===== src/rtl/cond_pipe_emw.sv =====
// cond_pipe_emw: execute-to-writeback tail of the pipelined ARM datapath.
// It evaluates the condition field against the carried flags and gates the
// architectural side effects (register write, memory write, PC redirect,
// branch, flag update). It produces the next flags value, then carries the
// surviving control and data through the EM and MW registers to the
// register-file write port.
//
// Build option: define COND_FULL_EN to decode the full ARM condition table.
// Without it, only EQ, NE and AL pass; every other code squashes the
// instruction.
//
// Ports:
//   clk, reset            clock; synchronous active-high reset of EM/MW regs
//   PCSrcE..BranchE       E-stage control bits
//   FlagWriteE[1:0]       bit1 enables N,Z update; bit0 enables C,V update
//   CondE, FlagsE         condition field, current flags {N,Z,C,V}
//   ALUFlags              flags from this cycle's ALU op {N,Z,C,V}
//   ALUResultE, WriteDataE, WA3E   E-stage data and destination register
//   ReadDataM             data memory read data for the M-stage address
//   Flags, BranchTakenE, CondExE   combinational E-stage results
//   MemWriteM, ALUOutM, WriteDataM, WA3M           M-stage outputs
//   PCSrcW, RegWriteW, MemtoRegW, WA3W, ResultW    W-stage outputs
module cond_pipe_emw #(
  parameter int WIDTH = 32
) (
  input  logic             clk,
  input  logic             reset,
  input  logic             PCSrcE,
  input  logic             RegWriteE,
  input  logic             MemtoRegE,
  input  logic             MemWriteE,
  input  logic             BranchE,
  input  logic [1:0]       FlagWriteE,
  input  logic [3:0]       CondE,
  input  logic [3:0]       FlagsE,
  input  logic [3:0]       ALUFlags,
  input  logic [WIDTH-1:0] ALUResultE,
  input  logic [WIDTH-1:0] WriteDataE,
  input  logic [3:0]       WA3E,
  input  logic [WIDTH-1:0] ReadDataM,
  output logic [3:0]       Flags,
  output logic             BranchTakenE,
  output logic             CondExE,
  output logic             MemWriteM,
  output logic [WIDTH-1:0] ALUOutM,
  output logic [WIDTH-1:0] WriteDataM,
  output logic [3:0]       WA3M,
  output logic             PCSrcW,
  output logic             RegWriteW,
  output logic             MemtoRegW,
  output logic [3:0]       WA3W,
  output logic [WIDTH-1:0] ResultW
);

  typedef enum logic [3:0] {
    condEQ = 4'h0, condNE = 4'h1, condCS = 4'h2, condCC = 4'h3,
    condMI = 4'h4, condPL = 4'h5, condVS = 4'h6, condVC = 4'h7,
    condHI = 4'h8, condLS = 4'h9, condGE = 4'hA, condLT = 4'hB,
    condGT = 4'hC, condLE = 4'hD, condAL = 4'hE, condNV = 4'hF
  } condCode_t;

  condCode_t cond;
  logic      zFlag;

  assign cond  = condCode_t'(CondE);
  assign zFlag = FlagsE[2];

`ifdef COND_FULL_EN
  logic nFlag, cFlag, vFlag;
  assign nFlag = FlagsE[3];
  assign cFlag = FlagsE[1];
  assign vFlag = FlagsE[0];

  always_comb begin
    CondExE = 1'b0;
    case (cond)
      condEQ: CondExE = zFlag;
      condNE: CondExE = ~zFlag;
      condCS: CondExE = cFlag;
      condCC: CondExE = ~cFlag;
      condMI: CondExE = nFlag;
      condPL: CondExE = ~nFlag;
      condVS: CondExE = vFlag;
      condVC: CondExE = ~vFlag;
      condHI: CondExE = cFlag & ~zFlag;
      condLS: CondExE = ~cFlag | zFlag;
      condGE: CondExE = (nFlag == vFlag);
      condLT: CondExE = (nFlag != vFlag);
      condGT: CondExE = ~zFlag & (nFlag == vFlag);
      condLE: CondExE = zFlag | (nFlag != vFlag);
      condAL: CondExE = 1'b1;
      default: CondExE = 1'b0;
    endcase
  end
`else
  always_comb begin
    CondExE = 1'b0;
    case (cond)
      condEQ: CondExE = zFlag;
      condNE: CondExE = ~zFlag;
      condAL: CondExE = 1'b1;
      default: CondExE = 1'b0;
    endcase
  end
`endif

  assign BranchTakenE = BranchE & CondExE;

  always_comb begin
    Flags = FlagsE;
    if (FlagWriteE[1] && CondExE) Flags[3:2] = ALUFlags[3:2];
    if (FlagWriteE[0] && CondExE) Flags[1:0] = ALUFlags[1:0];
  end

  // Execute/memory register: side-effect strobes are gated by the condition.
  logic PCSrcM, RegWriteM, MemtoRegM;

  always_ff @(posedge clk) begin
    if (reset) begin
      PCSrcM     <= 1'b0;
      RegWriteM  <= 1'b0;
      MemWriteM  <= 1'b0;
      MemtoRegM  <= 1'b0;
      ALUOutM    <= '0;
      WriteDataM <= '0;
      WA3M       <= '0;
    end else begin
      PCSrcM     <= PCSrcE & CondExE;
      RegWriteM  <= RegWriteE & CondExE;
      MemWriteM  <= MemWriteE & CondExE;
      MemtoRegM  <= MemtoRegE;
      ALUOutM    <= ALUResultE;
      WriteDataM <= WriteDataE;
      WA3M       <= WA3E;
    end
  end

  // Memory/writeback register.
  logic [WIDTH-1:0] ReadDataW, ALUOutW;

  always_ff @(posedge clk) begin
    if (reset) begin
      PCSrcW    <= 1'b0;
      RegWriteW <= 1'b0;
      MemtoRegW <= 1'b0;
      ReadDataW <= '0;
      ALUOutW   <= '0;
      WA3W      <= '0;
    end else begin
      PCSrcW    <= PCSrcM;
      RegWriteW <= RegWriteM;
      MemtoRegW <= MemtoRegM;
      ReadDataW <= ReadDataM;
      ALUOutW   <= ALUOutM;
      WA3W      <= WA3M;
    end
  end

  assign ResultW = MemtoRegW ? ReadDataW : ALUOutW;

endmodule


===== config.mk =====
export PLATFORM = sky130hd
export DESIGN_NAME = cond_pipe_emw
export DESIGN_NICKNAME = d
export VERILOG_FILES = /design/src/rtl/cond_pipe_emw.sv
export SDC_FILE = /design/constraint.sdc
export NUM_CORES = 1
export LEC_CHECK = 0
export CORE_ASPECT_RATIO = 1.2
export CORE_MARGIN = 4
export CORE_UTILIZATION = 42
export CTS_CLUSTER_DIAMETER = 200
export DETAILED_ROUTE_END_ITERATION = 7
export PLACE_DENSITY = 0.88
export SLEW_MARGIN = 20
export SYNTH_ARGS = -nofsm -noshare
export SYNTH_HDL_FRONTEND = slang
export SYNTH_SLANG_ARGS = --single-unit

===== constraint.sdc =====
create_clock -name clk -period 3.2 [get_ports clk]
set_clock_uncertainty 0.15 [all_clocks]
set_input_delay 0.64 -clock clk [delete_from_list [all_inputs] [get_ports clk]]
set_output_delay 0.64 -clock clk [all_outputs]
set_load 0.005 [all_outputs]

# Word level (Yosys, flattened, before mapping)
# Index checks and enable logic that the tools add are counted.
word_totals:
  ff_bits: 143
  in_bits: 121
  out_inout_bits: 114
  wordCells: 27
classes:
  eq_ne: 2
  mux: 4
  bitwise: 5
  n_reduce_logical: 3
op_table:
  columns: ["op", "n"]
  rows:
  - ["$mux W32", 1]
  - ["$and A1 B1 Y1", 4]
  - ["$eq A4 B1 Y1 const B", 1]
  - ["$eq A4 B4 Y1 const B", 1]
  - ["$logic_not A4 Y1", 1]
  - ["$mux W2", 2]
  - ["$pmux W1 S3", 1]
  - ["$logic_and A1 B1 Y1", 2]
  - ["$not A1 Y1", 1]

# Logic depth before layout (Yosys ltp)
depth:
  depth_word: 4
  mapped_depth: 3
  ltp_nobuf: 3

# Worst setup path after synthesis
# OpenSTA, ideal clock, no wires.
synth_path:
  kind: "input port to output port"
  from: "input CondE[1]"
  to: "output Flags[0]"
  t_arrival_ns: 1.420
  t_required_ns: 2.410
  setup_slack_ns: 0.990
  stages: 3
  n_path_buf: 0
  path_cell_list: "and4b_4 -> a22oi_1 -> mux2_1"
synth_between:
  elab_chain_len: 4
  word_cells_on_any_way: 6
  classes_between: "eq/ne: 2; mux: 2; reduce/logical: 2"
synth_rtl:
  columns: ["item", "line", "text"]
  rows:
  - ["start, declared", "34", "input logic [3:0] CondE,"]
  - ["$eq A4 B4 Y1, or another cell as far along", "98", "case (cond)"]
  - ["$pmux W1 S3 *", "98", null]
  - ["$logic_and A1 B1 Y1 *", "112", "if (FlagWriteE[0] && CondExE) Flags[1:0] = ALUFlags[1:0];"]
  - ["$mux W2 *", "112", null]
  - ["end, declared", "41", "output logic [3:0] Flags,"]
# Mark *: on every way between the ends. The rest lies on a longest branch, timed or not.

# Worst setup path in the final report
layout_path:
  from: "input FlagWriteE[1]"
  to: "output Flags[2]"
layout_between:
  elab_chain_len: 2
layout_rtl:
  columns: ["item", "line", "text"]
  rows:
  - ["start, declared", "33", "input logic [1:0] FlagWriteE,"]
  - ["$logic_and A1 B1 Y1", "111", "if (FlagWriteE[1] && CondExE) Flags[3:2] = ALUFlags[3:2];"]
  - ["$mux W2", "111", null]
# No other way between the ends.

==> key figures <==
Clock network
  • Num CTS Buffers: 17
  • # clock sinks: 143
  • CTS Hold Bufs: 0
  • H-tree levels: 4
  • Worst-Skew Late Latency: 410 ps
  • Clk buf depth: 2
  • CTS tree: built
  • # Post-CTS Setup Buffers: 0
  • Worst-path clk slew: 50 ps
  • Root Driver: clkbuf_16

Logic synthesis
  • #FFs+latches synth: about 140
  • Ys Warns: 0
  • Yosys top cell area share: 0.656
  • Synth unique cells: 16
  • Area leader, netlist: dfxtp_1
  • Register area share after synthesis: 0.656
  • Top cells by area, synth: dfxtp_1 66%, nor2b_1 15%, mux2_2 7.7%, and2b_1 6.2%, mux2_1 1.5%
  • EDFF count, synth: 0
  • Mapped Area: 0.00437 mm2
  • Synthesized instance count: approximately 350
  • Async S/R FF share, synth: 0
  • Syn Nets: approximately 470
  • Most frequent cell after synthesis: dfxtp_1
  • Synth top cells by count: 143 x dfxtp_1, 105 x nor2b_1, 36 x and2b_1
  • Dominant synthesized flop cell: dfxtp_1
  • Avg Inst Size Synth: 12.4 um2

Cells and area
  • Layout cells sized above 1: 0.118
  • Final #Nets: a little over 700
  • N_diodes: 0
  • Final instance area: 0.00751 mm2
  • Layout area overhead: 71.9%

Route
  • Residual DRC count: 0
  • Vias: roughly 3300
  • DRT Wirelength: ~12000 um
  • Post-route ant nets: 0
  • WL per Instance: 16.0 um
  • Via density: 4.50
  • DR pass1 iterations: 4
  • Detailed Route Iter0 Violations: 75

Die
  • Overall die height: 120 um
  • Ports: 235
  • Core box area: between 0.01 and 0.015 mm2
  • Die Wd: 101 um
  • Initial core utilization: 0.432
  • Die footprint: roughly 0.012 mm2
  • FP Rows: 40

Worst setup path
  • Cell mode on critical path: clkdlybuf4s50_1
  • Max stage delay on crit path: slightly above 500 ps
  • Crit path capture type: output pin
  • WP buf/inv: 2
  • CP arrival: 2330 ps
  • Worst-path fanout max: 2
  • Slowest CP cell: clkdlybuf4s50_1
  • Startpoint Class: input port
  • Crit path max-delay family: buffers and inverters
  • Crit path kind: input port to output pin
  • Crit-path cells: clkdlybuf4s50_1 > nor4b_2 > a22oi_2 > mux2_1 > clkdlybuf4s50_1
  • Worst Path Required: approximately 2400 ps

Placed design
  • DP Wirelength: 8360 um
  • Port bufs: 234
  • RePlAce Congestion: 0.762
  • Post-placement cell area: 0.00683 mm2

GRT
  • Vias in the first global route: 3561
  • Global-route wire length before repair: 18000 um
  • Antenna violations before repair: 0
  • GRT Util Overall: 0.195
  • Overflow after GRT: 0
  • Largest net degree at the start of global routing: 67

Flow run
  • Max-cap violations: 0

STA
  • Final Hold Vio Count: 0
  • Actual slew at the worst max-slew pin: 391 ps
  • Final min period: 3120 ps
  • Max Slew Vio Count: 0
  • Final Cycle Share: 0.976
  • Slew Limit Headroom: 0.739
  • Max frequency: 320 MHz
  • Final setup violation count: 0
  • Unrepaired setup endpoints after global routing: no

Power and ir drop
  • Leak: 3.05 nW
  • Internal Power: 0.00361 W
  • Switching Share: 0.193
  • Pwr Density: 595 mW/mm2
  • Clock power frac: 0.476
  • Peak supply drop: 0.375 mV
  • Psw: 0.000861 W
  • Overall power: 0.00447 W
  • Seq pwr share: 0.424
  • Comb power frac: 0.100

Min path
  • Worst hold-check path type: flip-flop to flip-flop

Outcome
  • Status: complete, no violations
[layout make-up]
type | count | area [um2]
timing repair buffer | 237 | 2380
multi-input combinational | 188 | 1450
clock buffer | 21 | 460
tap | 126 | 158
clock inverter | 11 | 186
sequential | 143 | 2860
inverter | 1 | 3.75
fill | 684 | 2600
[worst paths after layout]
| check | start | endpoint | slack [ps] | depth (start not counted) |
|---|---|---|---|---|
| worst max-delay path | FlagWriteE[1] | Flags[2] | 80 | 5 |
| worst min-delay path | MemtoRegM | MemtoRegW | 290 | 1 |
| worst max register to register | ALUOutM[31] | ALUOutW[31] | 2480 | 1 |
| worst min register to register | MemtoRegM | MemtoRegW | 290 | 1 |
[cell families after synthesis]
kind of cell / Yosys count / synth area share
flip-flops: 143 / 0.656
buffers and inverters: 20 / 0.0192
multiplexers: 36 / 0.0928
AND/OR/NAND/NOR: 148 / 0.226
AO/OA/AOI/OAI: 3 / 0.00458
XOR/XNOR: 1 / 0.00201
[placed cells by master (no fill, tap or decap), types with 3 or more instances in the layout]
cell	instances
mux2_2	30
dfxtp_1	142
and2b_1	36
nor2b_1	105
clkinv_2	4
clkdlybuf4s50_1	228
mux2_1	6
dlygate4sd2_1	4
clkbuf_16	17
bufinv_16	5
nor3b_1	3
[stage by stage]
stage          setup slack, ps  hold WS [ps]  setup TNS [ps]  instances   util
2_1_floorplan              990           264               0        351      -
3_3_place_gp              22.7           269               0        695  0.676
3_5_place_dp             -46.7           276            -117        695  0.676
4_1_cts                   4.68           297               0        727  0.742
5_1_grt                   17.2           310               0        727  0.743
6_report                  75.2           290               0        727  0.743
[flip-flops by register name, summed over array words and instances (netlist names)]
register	count
PCSrcW	1
WA3W	4
RegWriteM	1
MemtoRegM	1
WriteDataM	32
WA3M	4
PCSrcM	1
ReadDataW	32
ALUOutM	32
ALUOutW	32
RegWriteW	1
MemtoRegW	1
MemWriteM	1
[timing repair]
item | in CTS | in global routing
pin swaps | 0 | 2
resized for setup | 8 | 2
endpoints found under the setup margin | 4 | 4
[power groups by stage]
stage	Clock (W)	Sequential, W	Combinational (W)
finish	0.00213	0.00190	0.000448
global route	0.00226	0.00190	0.000482
CTS	0.00216	0.00190	0.000455
detailed placement	0	0.00193	0.000448
global placement	0	0.00193	0.000438
floorplan	0	0.00193	0.000122
[metal layers]
metal  global-route usage  share of wire  up-vias
met3                0.101           0.11       31
met4               0.0873          0.031        0
met5                    0              0        -
met1                0.178           0.33     1493
li1                     -              -     1583
met2                0.351           0.53      161
Power figures use the tool's default switching activity.
